[config.mk]
export PLATFORM = sky130hd
export DESIGN_NAME = capture_arbiter
export DESIGN_NICKNAME = d
export VERILOG_FILES = /design/src/rtl/capture_arbiter_pkg.sv /design/src/rtl/capture_arbiter_rr_pick.sv /design/src/rtl/capture_arbiter.sv
export SDC_FILE = /design/constraint.sdc
export NUM_CORES = 1
export LEC_CHECK = 0
export ABC_CLOCK_PERIOD_IN_PS = 2100
export BUFFER_PORTS_ARGS = -buffer_cell sky130_fd_sc_hd__clkbuf_2
export CORE_MARGIN = 5
export CORE_UTILIZATION = 46
export CTS_CLUSTER_SIZE = 10
export DETAILED_ROUTE_END_ITERATION = 10
export PLACE_DENSITY = 0.77
export SLEW_MARGIN = 30
export SYNTH_ARGS = -nofsm -noshare
export SYNTH_HDL_FRONTEND = slang
export SYNTH_SLANG_ARGS = --single-unit
[constraint.sdc]
create_clock -name CLK -period 2.1 [get_ports CLK]
set_input_delay 0.42 -clock CLK [delete_from_list [all_inputs] [get_ports CLK]]
set_output_delay 0.42 -clock CLK [all_outputs]
set_load 0.02 [all_outputs]
[src/rtl/capture_arbiter_pkg.sv]
// Shared definitions for the capture arbiter: state encoding, index-width
// helper and the DIN slice-offset helper.
package capture_arbiter_pkg;

    localparam logic ST_IDLE = 1'b0;
    localparam logic ST_HOLD = 1'b1;

    typedef enum logic {
        IDLE = ST_IDLE,
        HOLD = ST_HOLD
    } state_e;

    // Index width for a count of n items; never narrower than one bit.
    function automatic int idx_w(input int n);
        return (n <= 2) ? 1 : $clog2(n);
    endfunction

    // Low bit of requester idx's word in the flattened DIN bus.
    function automatic int slice_lo(input int idx, input int w);
        return idx * w;
    endfunction

endpackage

[src/rtl/capture_arbiter_rr_pick.sv]
// rr_pick: rotating-priority picker. Returns the first set request at or
// after ptr (wrapping) and whether any request is set.
module capture_arbiter_rr_pick
    import capture_arbiter_pkg::*;
#(
    parameter int N_REQ = 4,
    parameter int IW    = idx_w(N_REQ)
) (
    input  logic [N_REQ-1:0] req,
    input  logic [IW-1:0]    ptr,
    output logic [IW-1:0]    sel,
    output logic             any
);

    logic [N_REQ-1:0] rot;
    logic [IW-1:0]    off;
    int               sum;

    always_comb begin
        rot = '0;
        off = '0;
        sum = 0;
        // Rotate so bit 0 is the highest-priority requester.
        for (int i = 0; i < N_REQ; i++) begin
            rot[i] = req[(i + int'(ptr)) % N_REQ];
        end
        for (int i = N_REQ - 1; i >= 0; i--) begin
            if (rot[i]) off = IW'(i);
        end
        // Undo the rotation; N_REQ need not be a power of two.
        sum = int'(off) + int'(ptr);
        if (sum >= N_REQ) sum = sum - N_REQ;
        sel = IW'(sum);
        any = |req;
    end

endmodule

[src/rtl/capture_arbiter.sv]
// Round-robin arbiter sharing one capture register between N_REQ requesters;
// a latched sample is held until ACK or until TIMEOUT cycles elapse.
module capture_arbiter
    import capture_arbiter_pkg::*;
#(
    parameter int N_REQ   = 4,
    parameter int W       = 8,
    parameter int TIMEOUT = 16
) (
    input  logic                      CLK,
    input  logic                      RESET,
    input  logic [N_REQ-1:0]          REQ,
    input  logic [N_REQ*W-1:0]        DIN,
    input  logic                      ACK,
    output logic [N_REQ-1:0]          GNT,
    output logic [W-1:0]              Q,
    output logic [idx_w(N_REQ)-1:0]   Q_SRC,
    output logic                      Q_VALID,
    output logic                      TIMEOUT_ERR
);

    localparam int IW = idx_w(N_REQ);
    localparam int CW = idx_w(TIMEOUT);

    state_e           state_q, state_d;
    logic [IW-1:0]    ptr_q, ptr_d;
    logic [CW-1:0]    wcnt_q, wcnt_d;
    logic [N_REQ-1:0] gnt_q, gnt_d;
    logic [W-1:0]     q_q, q_d;
    logic [IW-1:0]    q_src_q, q_src_d;
    logic             q_valid_q, q_valid_d;
    logic             terr_q, terr_d;

    logic [IW-1:0]    sel;
    logic             any;
    logic [IW-1:0]    nxt_ptr;

    capture_arbiter_rr_pick #(
        .N_REQ (N_REQ),
        .IW    (IW)
    ) u_rr_pick (
        .req (REQ),
        .ptr (ptr_q),
        .sel (sel),
        .any (any)
    );

    // Priority moves to the requester just after the one being released.
    always_comb begin
        nxt_ptr = (q_src_q == IW'(N_REQ - 1)) ? '0 : q_src_q + IW'(1);
    end

    always_comb begin
        state_d   = state_q;
        ptr_d     = ptr_q;
        wcnt_d    = wcnt_q;
        gnt_d     = '0;
        q_d       = q_q;
        q_src_d   = q_src_q;
        q_valid_d = q_valid_q;
        terr_d    = 1'b0;
        case (state_q)
            IDLE: begin
                if (any) begin
                    gnt_d     = N_REQ'(1) << sel;
                    q_d       = DIN[slice_lo(int'(sel), W) +: W];
                    q_src_d   = sel;
                    q_valid_d = 1'b1;
                    wcnt_d    = '0;
                    state_d   = HOLD;
                end
            end
            HOLD: begin
                // ACK takes precedence over an expiring timeout.
                if (ACK) begin
                    q_valid_d = 1'b0;
                    ptr_d     = nxt_ptr;
                    state_d   = IDLE;
                end else if (wcnt_q == CW'(TIMEOUT - 1)) begin
                    q_valid_d = 1'b0;
                    terr_d    = 1'b1;
                    ptr_d     = nxt_ptr;
                    state_d   = IDLE;
                end else begin
                    wcnt_d = wcnt_q + CW'(1);
                end
            end
            default: state_d = IDLE;
        endcase
    end

    always_ff @(posedge CLK or posedge RESET) begin
        if (RESET) begin
            state_q   <= IDLE;
            ptr_q     <= '0;
            wcnt_q    <= '0;
            gnt_q     <= '0;
            q_q       <= '0;
            q_src_q   <= '0;
            q_valid_q <= 1'b0;
            terr_q    <= 1'b0;
        end else begin
            state_q   <= state_d;
            ptr_q     <= ptr_d;
            wcnt_q    <= wcnt_d;
            gnt_q     <= gnt_d;
            q_q       <= q_d;
            q_src_q   <= q_src_d;
            q_valid_q <= q_valid_d;
            terr_q    <= terr_d;
        end
    end

    assign GNT         = gnt_q;
    assign Q           = q_q;
    assign Q_SRC       = q_src_q;
    assign Q_VALID     = q_valid_q;
    assign TIMEOUT_ERR = terr_q;

endmodule
Yosys cells after proc, flatten, opt, wreduce, memory -nomap -nowiden:

Index checks and enable logic that the tools add are counted.

* register bits after elaboration: 23
* word-level logic and storage cells: 77
* output and inout port bits: 16
* bits of input ports: 39

* muxes and demuxes: 36
* shifts and indexed selects: 2
* order comparisons: 5
* eq/ne operators: 6
* bitwise gates (word level): 4
* add/sub/neg operators: 7
* reduce and logical (&&, ||, !) cells: 9

Operator list (count)
* variable part select 32 x 6 -> 8 bit: 1
* two-way mux 4 bit: 5
* two-way mux 1 bit: 16
* two-way mux 2 bit: 8
* less-than comparator 3 x 4 -> 1 bit, second input constant: 3
* binary-select mux 1 bit (select 2 bit): 4
* one-hot mux 4 bit (2 select lines): 1
* inequality test 2 bit, second input constant: 3
* AND reduction 2 bit: 3
* OR reduction 2 bit: 3
* adder 2 bit, first input constant: 2
* adder 4 x 1 -> 4 bit, second input constant: 1
* == test 4 bit, second input constant: 1
* one-hot mux 1 bit (2 select lines): 2
* OR reduction 4 bit: 1
* << shifter 1 x 2 -> 4 bit, first input constant: 1
* adder 2 x 2 -> 3 bit: 1
* bitwise AND 1 bit, first input constant: 3
* greater-or-equal comparator 3 bit, second input constant: 1
* less-than comparator 2 x 3 -> 1 bit, second input constant: 1
* inequality test 3 x 2 -> 1 bit, second input constant: 1
* AND reduction 3 bit: 1
* adder 1 x 2 -> 2 bit, first input constant: 1
* adder 2 x 1 -> 2 bit, second input constant: 1
* 4 further kinds: 4

Logic depth before layout (Yosys ltp):

Gate-level depths: netlist (run 1).

* depth after elaboration: 16
* mapped depth: 12

Modules after synthesis:

Synthesis (run 1) repeated with hierarchy kept, for this count alone.

* cell total of the unflattened synthesis: 127
* area, all modules: 1305.0 sq um

By module, submodules not included
* capture_arbiter: instances 1, cells each 100, area each 1123.6 sq um
* capture_arbiter_rr_pick: instances 1, cells each 27, area each 181.4 sq um

Worst setup path after synthesis (run 1):

No wires, ideal clock.

* path type: input to register
* from: input port REQ[2]
* to: register q_q[1] (netlist: Q[1])
* arrival: 2.243 ns
* slack: -0.271 ns
* stages: 12
* required time: 1.972 ns
* path through: buf_2 > nor2_1 > nor3_1 > a21oi_1 > o21ai_0 > ha_1 > buf_2 > buf_2 > mux2i_1 > nor3_1 > mux2i_1 > nand3_1

* longest elaborated chain between the ends: 11

Ends and longest elaborated chain
* start: declaration: RTL line capture_arbiter.sv:12 `input logic [N_REQ-1:0] REQ,`
* binary-select mux 1 bit (select 2 bit): RTL line capture_arbiter_rr_pick.sv:25 `rot[i] = req[(i + int'(ptr)) % N_REQ];`
* two-way mux 1 bit (implied by the code) (2 in series): RTL line capture_arbiter_rr_pick.sv:25
* two-way mux 2 bit (3 in series): RTL line capture_arbiter_rr_pick.sv:28 `if (rot[i]) off = IW'(i);`
* two-way mux 2 bit *: RTL line capture_arbiter_rr_pick.sv:28
* adder 2 x 2 -> 3 bit *: RTL line capture_arbiter_rr_pick.sv:31 `sum = int'(off) + int'(ptr);`
* greater-or-equal comparator 3 bit / subtractor 2 x 1 -> 2 bit (equally long branches): RTL line capture_arbiter_rr_pick.sv:32 `if (sum >= N_REQ) sum = sum - N_REQ;`
* two-way mux 2 bit *: RTL line capture_arbiter_rr_pick.sv:32
* named net sel[0]: RTL line capture_arbiter.sv:34 `logic [IW-1:0] sel;`
* variable part select 32 x 6 -> 8 bit *: RTL line capture_arbiter.sv:66 `q_d = DIN[slice_lo(int'(sel), W) +: W];`
* end signal: assignment: RTL line capture_arbiter.sv:107 `q_q <= q_d;`
* end: declaration: RTL line capture_arbiter.sv:29 `logic [W-1:0] q_q, q_d;`

Mark *: on every way through the listed nets, which the timed path passes. The rest lies on a longest branch. The select of a mux whose other input is x is not followed.
A chain may end at the register's enable or synchronous reset.

Worst setup path in the final report (run 1):

* from: register ptr_q[0]
* to: register q_q[2] (netlist: Q[2])

* longest elaborated chain between the ends: 12

Ends and longest elaborated chain
* start: declaration: RTL line capture_arbiter.sv:26 `logic [IW-1:0] ptr_q, ptr_d;`
* start signal: assignment: RTL line capture_arbiter.sv:104 `ptr_q <= ptr_d;`
* adder 2 bit: RTL line capture_arbiter_rr_pick.sv:25
* binary-select mux 1 bit (select 2 bit): RTL line capture_arbiter_rr_pick.sv:25
* two-way mux 1 bit (implied by the code) (2 in series): RTL line capture_arbiter_rr_pick.sv:25
* two-way mux 2 bit (4 in series): RTL line capture_arbiter_rr_pick.sv:28
* adder 2 x 2 -> 3 bit *: RTL line capture_arbiter_rr_pick.sv:31
* greater-or-equal comparator 3 bit / subtractor 2 x 1 -> 2 bit (equally long branches): RTL line capture_arbiter_rr_pick.sv:32
* two-way mux 2 bit *: RTL line capture_arbiter_rr_pick.sv:32
* named net sel[0]: RTL line capture_arbiter.sv:34
* variable part select 32 x 6 -> 8 bit *: RTL line capture_arbiter.sv:66

Marked as above.

==> metrics.csv, run 1 <==
metric;value;unit
Initial Util;0.485;
failing checks;setup timing;
dpl hpwl;2870;um
die area;0.00490;mm^2
CP Capture Type;flip-flop;
Max Freq;469;MHz
Syn Area/Cell;9.06;um^2
Die X;70.0;um
slowest cell on the critical path;dfrtp_2;
final WL;4460;um
Worst-Margin Slew;0.413;ns
RSZ-0062 raised after global routing;true;
Placer Congestion;0.787;
H-tree Lvls;1;
Syn Inst Count;183;
area leader, netlist;dfrtp_1;
Final nets;294;
Post-DP Area;0.00210;mm^2
Setup violations, final;1;
worst r2r path cells;9;
Switch Pwr;0.00197;W
DRC;0;
post-synth top area share;0.347;
crit path time final;2.13;ns
drt initial violations;104;
CP arrival;2.34;ns
top cells by area, synth;dfrtp_1 (35%), mux2i_1 (19%), nor3_1 (11%);
Clk pin slew, worst setup/hold paths;0.14;ns
max_cap viols;0;
Synth Net Count;225;
EDFF count, synth;0;
Post-synth top cells;nor3_1 (35), mux2i_1 (32), dfrtp_1 (23);
row cnt;21;
Pwr Density;1820;mW/mm^2
vias in the first global route;1480;
internal cell power;0.00241;W
Slew headroom;0.723;
Hold WC Path Type;input pin to asynchronous set/reset pin;
sw frac;0.451;
LEAKAGE;1.18;nW
Tcrit/Tclk final;1.02;
Placement Setup Slack;-0.160;ns
initial antenna violation count;0;
worst vdd ir;0.000977;V
number of vias per cell;5.52;
skew final;0.00864;ns
Core Region;0.00342;mm^2
routed vias;1639;
clock buffers created by TritonCTS;3;
Flop pwr share;0.176;
fin area;0.00241;mm^2
# hold bufs at CTS;0;
Die Height;70.0;um
Hold Worst Slack;0.0880;ns
YS warnings;0;
cell with the most instances after synthesis;nor3_1;
fraction of layout cells with a size suffix above 1;0.450;
clock root cell;clkbuf_4;
I/O Buffers;54;
latest clock arrival within the worst-skew pair;0.32;ns
Final Hold Vio Count;0;
gr ovfl total;0;
Logic pwr share;0.774;
Bufs on Longest Clock Path;2;
Final ANT Viol Nets;0;
final setup slack of the worst path;-0.0323;ns
Layout area overhead;45.4;%
CP Cell Sequence;buf_4 > a311oi_2 > o21ai_2 > ha_4 > buf_12 > mux2i_4 > nor3_2 > mux2i_1 > nand3_1;
first-pass GRT wire length;6560;um
Yosys cell types;34;
# clock sinks;23;
r2r setup slk;-0.03;ns
Post-synth ARST share;1.00;
CTS tree;done;
status;finished, violations left;
Top FF cell, synth;dfrtp_1;
post-synthesis sequential element count;23;
Seq/Total Area, Yosys;0.347;
I/O pins;55;
pin count of the biggest net entering global routing;51;
Slew Limit Fails;0;
Pre-antenna DRT Iters;5;
wire per inst;15.0;um
CP startpoint kind;flip-flop;
Crit path largest cell delay;0.43;ns
crit path max fanout;6;
GRT Util Overall;0.160;
Antenna Cells;0;
Post-Synthesis Cell Area;0.00166;mm^2
required time of the critical path;2.31;ns
clock power share;0.050;
crit path kind;flip-flop to flip-flop;
registers in the layout, indices dropped and copies added, names as in the netlist:
| signal | cells |
|---|---|
| ptr_q | 2 |
| Q_SRC | 2 |
| Q_VALID | 1 |
| wcnt_q | 4 |
| Q | 8 |
| TIMEOUT_ERR | 1 |
| GNT | 4 |
| state_q | 1 |
power groups by stage:
stage | sequential (W) | combinational, W | clock (W)
floorplan | 0.000879 | 0.00185 | 0
global placement | 0.000779 | 0.00245 | 0
detailed placement | 0.000784 | 0.00251 | 0
CTS | 0.000780 | 0.00251 | 0.000222
global route | 0.000789 | 0.00361 | 0.000242
finish | 0.000771 | 0.00339 | 0.000218
kinds of logic after synthesis:
kind of cell	after synthesis	share of synthesized area
adder cells (fa/ha/maj)	3	0.0226
AND/OR/NAND/NOR	83	0.238
AO/OA/AOI/OAI	17	0.0770
buffers and inverters	19	0.0747
multiplexers	33	0.200
flip-flops	23	0.347
XOR/XNOR	5	0.0400
per-layer routing:
metal  wire (um)  global-route usage  vias up
li1            -                   -      797
met1        1830               0.201      771
met2        2320               0.283       63
met3         215              0.0201        8
met4          99              0.0532        0
met5           0                   0        -
cell type report:
cell class / instances / area (um^2)
Timing Repair Buffer: 79 / 554
Fill cell: 265 / 1010
Sequential cell: 23 / 577
Tap cell: 46 / 57.6
Clock buffer: 3 / 22.5
Clock inverter: 1 / 7.51
Inverter: 4 / 15.0
Multi-Input combinational cell: 141 / 1180
final timing paths:
path	start	end
worst max-delay path	ptr_q[0]	Q[2]
worst min-delay path	RESET	Q[3]
worst max register to register	ptr_q[0]	Q[2]
worst min register to register	Q[5]	Q[5]
max in group asynchronous	RESET	ptr_q[0]
min in group CLK	ACK	TIMEOUT_ERR
timing repair:
action,in CTS,in global routing
gates cloned,0,1
gates resized for setup,1,37
setup endpoints to repair,8,11
pin swaps,0,10
buffers inserted,0,6
cell usage in the layout (no fill, tap or decap), types with 2 or more instances in the layout:
master	synthesis	routed
nand3_1	14	14
nor2_1	9	8
nand2_1	19	19
clkbuf_4	0	3
inv_1	4	4
ha_1	3	2
mux2i_2	0	3
buf_4	1	17
mux2i_1	32	21
nand2b_1	3	3
nor3_2	2	6
nor3_1	35	31
buf_12	1	6
mux2i_4	0	8
dfrtp_1	23	22
o21ai_0	3	2
clkbuf_2	0	54
o31ai_1	2	2
worst max-delay path, delay by kind of cell (launching register included):
kind            cells  cell delay (ns)
fa+ha+maj           1             0.32
buf+inv             2             0.30
flops               1             0.43
mux                 2             0.43
compound gates      2             0.36
simple gates        2             0.17
stage by stage:
| step | total power (W) | utilization | cells | TNS, ns |
|---|---|---|---|---|
| floorplan | 0.00273 | - | 183 | -0.0785 |
| detailed placement | 0.00329 | 0.615 | 286 | -1.35 |
| global placement | 0.00323 | 0.615 | 286 | -0.879 |
| CTS | 0.00351 | 0.625 | 290 | 0 |
| global route | 0.00464 | 0.705 | 297 | -0.746 |
| finish | 0.00438 | 0.705 | 297 | -0.0323 |
No activity file was read; power rests on OpenSTA's default activity.
==> run 2, diff against run 1 <==
--- a/config.mk
+++ b/config.mk
@@ -7,6 +7,7 @@
 export LEC_CHECK = 0
 export ABC_CLOCK_PERIOD_IN_PS = 2100
 export BUFFER_PORTS_ARGS = -buffer_cell sky130_fd_sc_hd__clkbuf_2
+export CORE_ASPECT_RATIO = 0.8
 export CORE_MARGIN = 5
 export CORE_UTILIZATION = 46
 export CTS_CLUSTER_SIZE = 10
==> metrics.csv, run 2 (synthesis results as in run 1) <==
metric;value;unit;change
drt initial violations;137;;+32%
crit path kind;flip-flop to flip-flop;;
DRC;0;;unchanged
GRT Util Overall;0.174;;+0.0136
final core occ;0.684;;-0.0216
Core Region;0.00345;mm^2;+0.92%
Final nets;291;;-1.0%
gr ovfl total;0;;unchanged
Max Freq;466;MHz;-0.61%
I/O pins;55;;unchanged
crit path time final;2.15;ns;+0.0131 ns
required time of the critical path;2.25;ns;-0.06 ns
Clk pin slew, worst setup/hold paths;0.09;ns;-0.05 ns
Placement Setup Slack;-0.248;ns;-0.0882 ns
Final Hold Vio Count;0;;unchanged
CTS tree;done;;
LEAKAGE;1.17;nW;-0.76%
Hold Worst Slack;0.163;ns;+0.0746 ns
row cnt;19;;-9.5%
skew final;0.00572;ns;-0.00292 ns
CP Capture Type;flip-flop;;
I/O Buffers;54;;unchanged
CP startpoint kind;flip-flop;;
worst r2r path cells;10;;+1
pin count of the biggest net entering global routing;51;;unchanged
Die X;77.1;um;+10%
dpl hpwl;3010;um;+4.7%
most frequent cells in the layout;clkbuf_2 (54), nor3_1 (32), dfrtp_1 (22), mux2i_1 (22), nand2_1 (19);;
wire per inst;15.6;um;+3.5%
final WL;4510;um;+1.1%
Worst Setup SP;ptr_q[0];;
Placed Cells;282;;-1.4%
Pre-antenna DRT Iters;4;;-1
Hold WC Path Type;input pin to asynchronous set/reset pin;;
# hold bufs at CTS;0;;unchanged
vias in the first global route;1486;;+0.41%
status;finished, violations left;;
Setup violations, final;4;;+3
met1 wire length;2020;um;+11%
number of vias per cell;5.52;;+0.10%
Slew headroom;0.791;;+0.0682
# fillers;246;;-7.2%
RSZ-0062 raised after global routing;true;;
fraction of layout cells with a size suffix above 1;0.431;;-0.0187
reg-to-reg endpoint;Q[4];;
first-pass GRT wire length;7040;um;+7.3%
Worst-Margin Slew;0.314;ns;-0.0991 ns
cell family with most CP delay;flip-flops;;
clock buffers created by TritonCTS;3;;unchanged
clock root cell;clkbuf_8;;
CP Cell Sequence;buf_6 > nand3_2 > o311a_1 > o21ai_2 > ha_4 > buf_8 > mux2i_4 > nor3_1 > mux2i_1 > nand3_1;;
Die Height;63.7;um;-9.1%
# clock sinks;23;;unchanged
Max Used Layer;met4;;
Tcrit/Tclk final;1.02;;+0.00623
r2r setup slk;-0.05;ns;about the same
worst vdd ir;0.00132;V;+35%
final cell count without fillers;290;;-2.4%
Final ANT Viol Nets;0;;unchanged
Initial Util;0.481;;-0.00440
max reg flops;8;;unchanged
Layout area overhead;42.2;%;
metal3 WL;237;um;+10%
CP arrival;2.30;ns;-0.04 ns
Crit path largest cell delay;0.47;ns;+0.04 ns
multi-input combinational cell area;0.00114;mm^2;-3.3%
worst reg2reg startpoint;ptr_q[0];;
max_cap viols;0;;unchanged
Bufs on Longest Clock Path;2;;unchanged
latest clock arrival within the worst-skew pair;0.27;ns;-0.05 ns
Reg area;577;um^2;unchanged
Pwr Density;1870;mW/mm^2;+2.9%
crit path max fanout;6;;unchanged
Placer Congestion;0.752;;-4.4%
crit path buf inv count;2;;unchanged
slowest cell on the critical path;dfrtp_2;;
initial antenna violation count;0;;unchanged
final setup slack of the worst path;-0.0454;ns;-0.0131 ns
commonest non-fill, non-tap cell in the layout;clkbuf_2;;
die area;0.00491;mm^2;+0.15%
failing checks;setup timing;;
Slew Limit Fails;0;;unchanged
H-tree Lvls;1;;unchanged
Antenna Cells;0;;unchanged
routed vias;1602;;-2.3%
wire length on met2;2170;um;-6.7%
[run 2: worst max path at each step]
stage           end  depth (start not counted)
6_report       Q[4]                         10
5_1_grt        Q[3]                         10
4_1_cts        Q[3]                         10
3_5_place_dp   Q[3]                         10
3_3_place_gp   Q[4]                         11
2_1_floorplan  Q[1]                         12
[run 2: area by class of cell]
cell class | instances | share of cell area
inverters | 4 | 0.00637
well taps | 42 | 0.0223
multi-input cells | 141 | 0.482
flip-flops and latches | 23 | 0.245
clock buffers | 3 | 0.0175
clock inverters | 1 | 0.00212
repair buffers | 76 | 0.225
[run 2: tightest hold or removal path: stages]
cell and delay, ns:
clkbuf_2 0.08, inv_1 0.04, buf_4 0.30
[run 2: power breakdown]
| part | total (W) | internal [W] | switching, W |
|---|---|---|---|
| logic | 0.00335 | 0.00165 | 0.00169 |
| registers | 0.000781 | 0.000626 | 0.000155 |
| clock network | 0.000283 | 0.000133 | 0.000150 |
[run 2: what timing repair did]
item,in CTS,in global routing
cloned,1,0
setup endpoints to repair,12,8
pin swaps,3,1
setup buffers,2,1
resized for setup,16,13
[run 2: stage by stage]
step / area (um^2) / total power (W) / TNS (ns)
after global routing: 2360 / 0.00467 / -0.589
after CTS: 2260 / 0.00406 / 0
final: 2360 / 0.00441 / -0.100
after floorplan: 1720 / 0.00273 / -0.0785
after global placement: 2100 / 0.00324 / -1.06
after detailed placement: 2100 / 0.00332 / -1.49
[run 2: metal layers]
layer / global-route usage / vias up
li1: - / 796
met1: 0.250 / 734
met2: 0.268 / 61
met3: 0.0370 / 11
met4: 0.0386 / 0
met5: 0 / -
==> run 3, diff against run 2 <==
--- a/config.mk
+++ b/config.mk
@@ -13,6 +13,7 @@
 export CTS_CLUSTER_SIZE = 10
 export DETAILED_ROUTE_END_ITERATION = 10
 export PLACE_DENSITY = 0.77
+export SKIP_LAST_GASP = 1
 export SLEW_MARGIN = 30
 export SYNTH_ARGS = -nofsm -noshare
 export SYNTH_HDL_FRONTEND = slang
==> metrics.csv, run 3 (synthesis results as in run 1) <==
metric;value;unit;change
multi-input combinational cell area;0.00114;mm^2;unchanged
CTS tree;done;;
CP startpoint kind;flip-flop;;
post-layout power;0.00441;W;about the same
Post-DP Area;0.00210;mm^2;unchanged
crit path kind;flip-flop to flip-flop;;
routed vias;1602;;unchanged
vias in the first global route;1486;;unchanged
worst r2r path cells;10;;unchanged
LEAKAGE;1.17;nW;unchanged
CP arrival;2.29;ns;about the same
row cnt;19;;unchanged
required time of the critical path;2.25;ns;about the same
Hold WC Path Type;input pin to asynchronous set/reset pin;;
gr ovfl total;0;;unchanged
first-pass GRT wire length;7040;um;unchanged
worst reg2reg startpoint;ptr_q[0];;
failing checks;setup timing;;
max reg flops;8;;unchanged
Clk pin slew, worst setup/hold paths;0.09;ns;about the same
# clock sinks;23;;unchanged
Placer Congestion;0.752;;unchanged
die area;0.00491;mm^2;unchanged
Final ANT Viol Nets;0;;unchanged
clock buffers created by TritonCTS;3;;unchanged
Pwr Density;1870;mW/mm^2;about the same
Layout area overhead;42.2;%;unchanged
fin area;0.00236;mm^2;unchanged
Final nets;291;;unchanged
Worst-Margin Slew;0.314;ns;+0.0000635 ns
clock root cell;clkbuf_8;;
# fillers;246;;unchanged
CP Capture Type;flip-flop;;
final setup slack of the worst path;-0.0401;ns;+0.00527 ns
wire per inst;15.6;um;+0.11%
latest clock arrival within the worst-skew pair;0.27;ns;about the same
H-tree Lvls;1;;unchanged
final cell count without fillers;290;;unchanged
Pre-antenna DRT Iters;4;;unchanged
crit path time final;2.14;ns;-0.00527 ns
RSZ-0062 raised after global routing;true;;
Die Height;63.7;um;unchanged
reg-to-reg endpoint;Q[4];;
Reg area;577;um^2;unchanged
Final TNS setup;-0.0858;ns;+0.0146 ns
Worst Setup SP;ptr_q[0];;
initial antenna violation count;0;;unchanged
Tcrit/Tclk final;1.02;;-0.00251
GRT Util Overall;0.174;;unchanged
drt initial violations;182;;+33%
most frequent cells in the layout;clkbuf_2 (54), nor3_1 (32), dfrtp_1 (22), mux2i_1 (22), nand2_1 (19);;
pin count of the biggest net entering global routing;51;;unchanged
Slew Limit Fails;0;;unchanged
worst vdd ir;0.00131;V;-0.26%
Max Freq;467;MHz;+0.25%
I/O pins;55;;unchanged
Bufs on Longest Clock Path;2;;unchanged
number of vias per cell;5.52;;unchanged
Setup violations, final;4;;unchanged
status;finished, violations left;;
commonest non-fill, non-tap cell in the layout;clkbuf_2;;
fraction of layout cells with a size suffix above 1;0.431;;unchanged
Die X;77.1;um;unchanged
r2r setup slk;-0.04;ns;about the same
Placed Cells;282;;unchanged
max_cap viols;0;;unchanged
final WL;4520;um;+0.11%
dpl hpwl;3010;um;unchanged
Core Region;0.00345;mm^2;unchanged
skew final;0.00561;ns;-0.000106 ns
crit path max fanout;6;;unchanged
I/O Buffers;54;;unchanged
DRC;0;;unchanged
Final Hold Vio Count;0;;unchanged
Initial Util;0.481;;unchanged
Slew headroom;0.791;;about the same
Antenna Cells;0;;unchanged
run 3: cell counts in the layout (fill, tap and decap cells not counted):
Identical to the previous run, type by type.
run 3: worst max path at each step:
stage,endpoint,slack [ns],cells past startpoint
global route,Q[3],-0.11,10
detailed placement,Q[3],-0.25,10
finish,Q[4],-0.04,10
floorplan,Q[1],-0.01,12
CTS,Q[3],0.004,10
global placement,Q[4],-0.19,11
run 3: through the flow:
step	setup WS, ns	hold WS (ns)	utilization
finish	-0.0401	0.162	0.684
global route	-0.109	0.208	0.684
CTS	0.00377	0.170	0.657
detailed placement	-0.248	0.466	0.608
global placement	-0.192	0.458	0.608
floorplan	-0.0143	0.422	-
run 3: cell type report:
cell class,instances,share of cell area
sequential,23,0.245
multi-input combinational,141,0.482
timing repair buffer,76,0.225
inverter,4,0.00637
clock inverter,1,0.00212
clock buffer,3,0.0175
tap,42,0.0223
run 3: where the power goes:
group / switching, W / internal (W)
sequential: 0.000155 / 0.000626
clock: 0.000151 / 0.000133
combinational: 0.00169 / 0.00165
total: 0.00199 / 0.00241
run 3: worst max-delay path, cell delays in order, from the launching register on:
cell and delay, ns:
dfrtp_2 0.47, buf_6 0.15, nand3_2 0.04, o311a_1 0.18, o21ai_2 0.07, ha_4 0.33
buf_8 0.15, mux2i_4 0.24, nor3_1 0.07, mux2i_1 0.20, nand3_1 0.10
run 3: per-layer routing:
metal  GRT usage  vias up  routed length [um]
met3      0.0370       11                 253
met1       0.250      731                1990
met4      0.0386        0                  95
met2       0.268       63                2170
li1            -      797                   -
met5           0        -                   0
run 3: what timing repair did:
item,CTS,global route
gates resized for setup,16,13
pin swaps,3,1
gates cloned,1,0
setup endpoints to repair,12,8
setup buffers,2,1
hold buffers,0,0
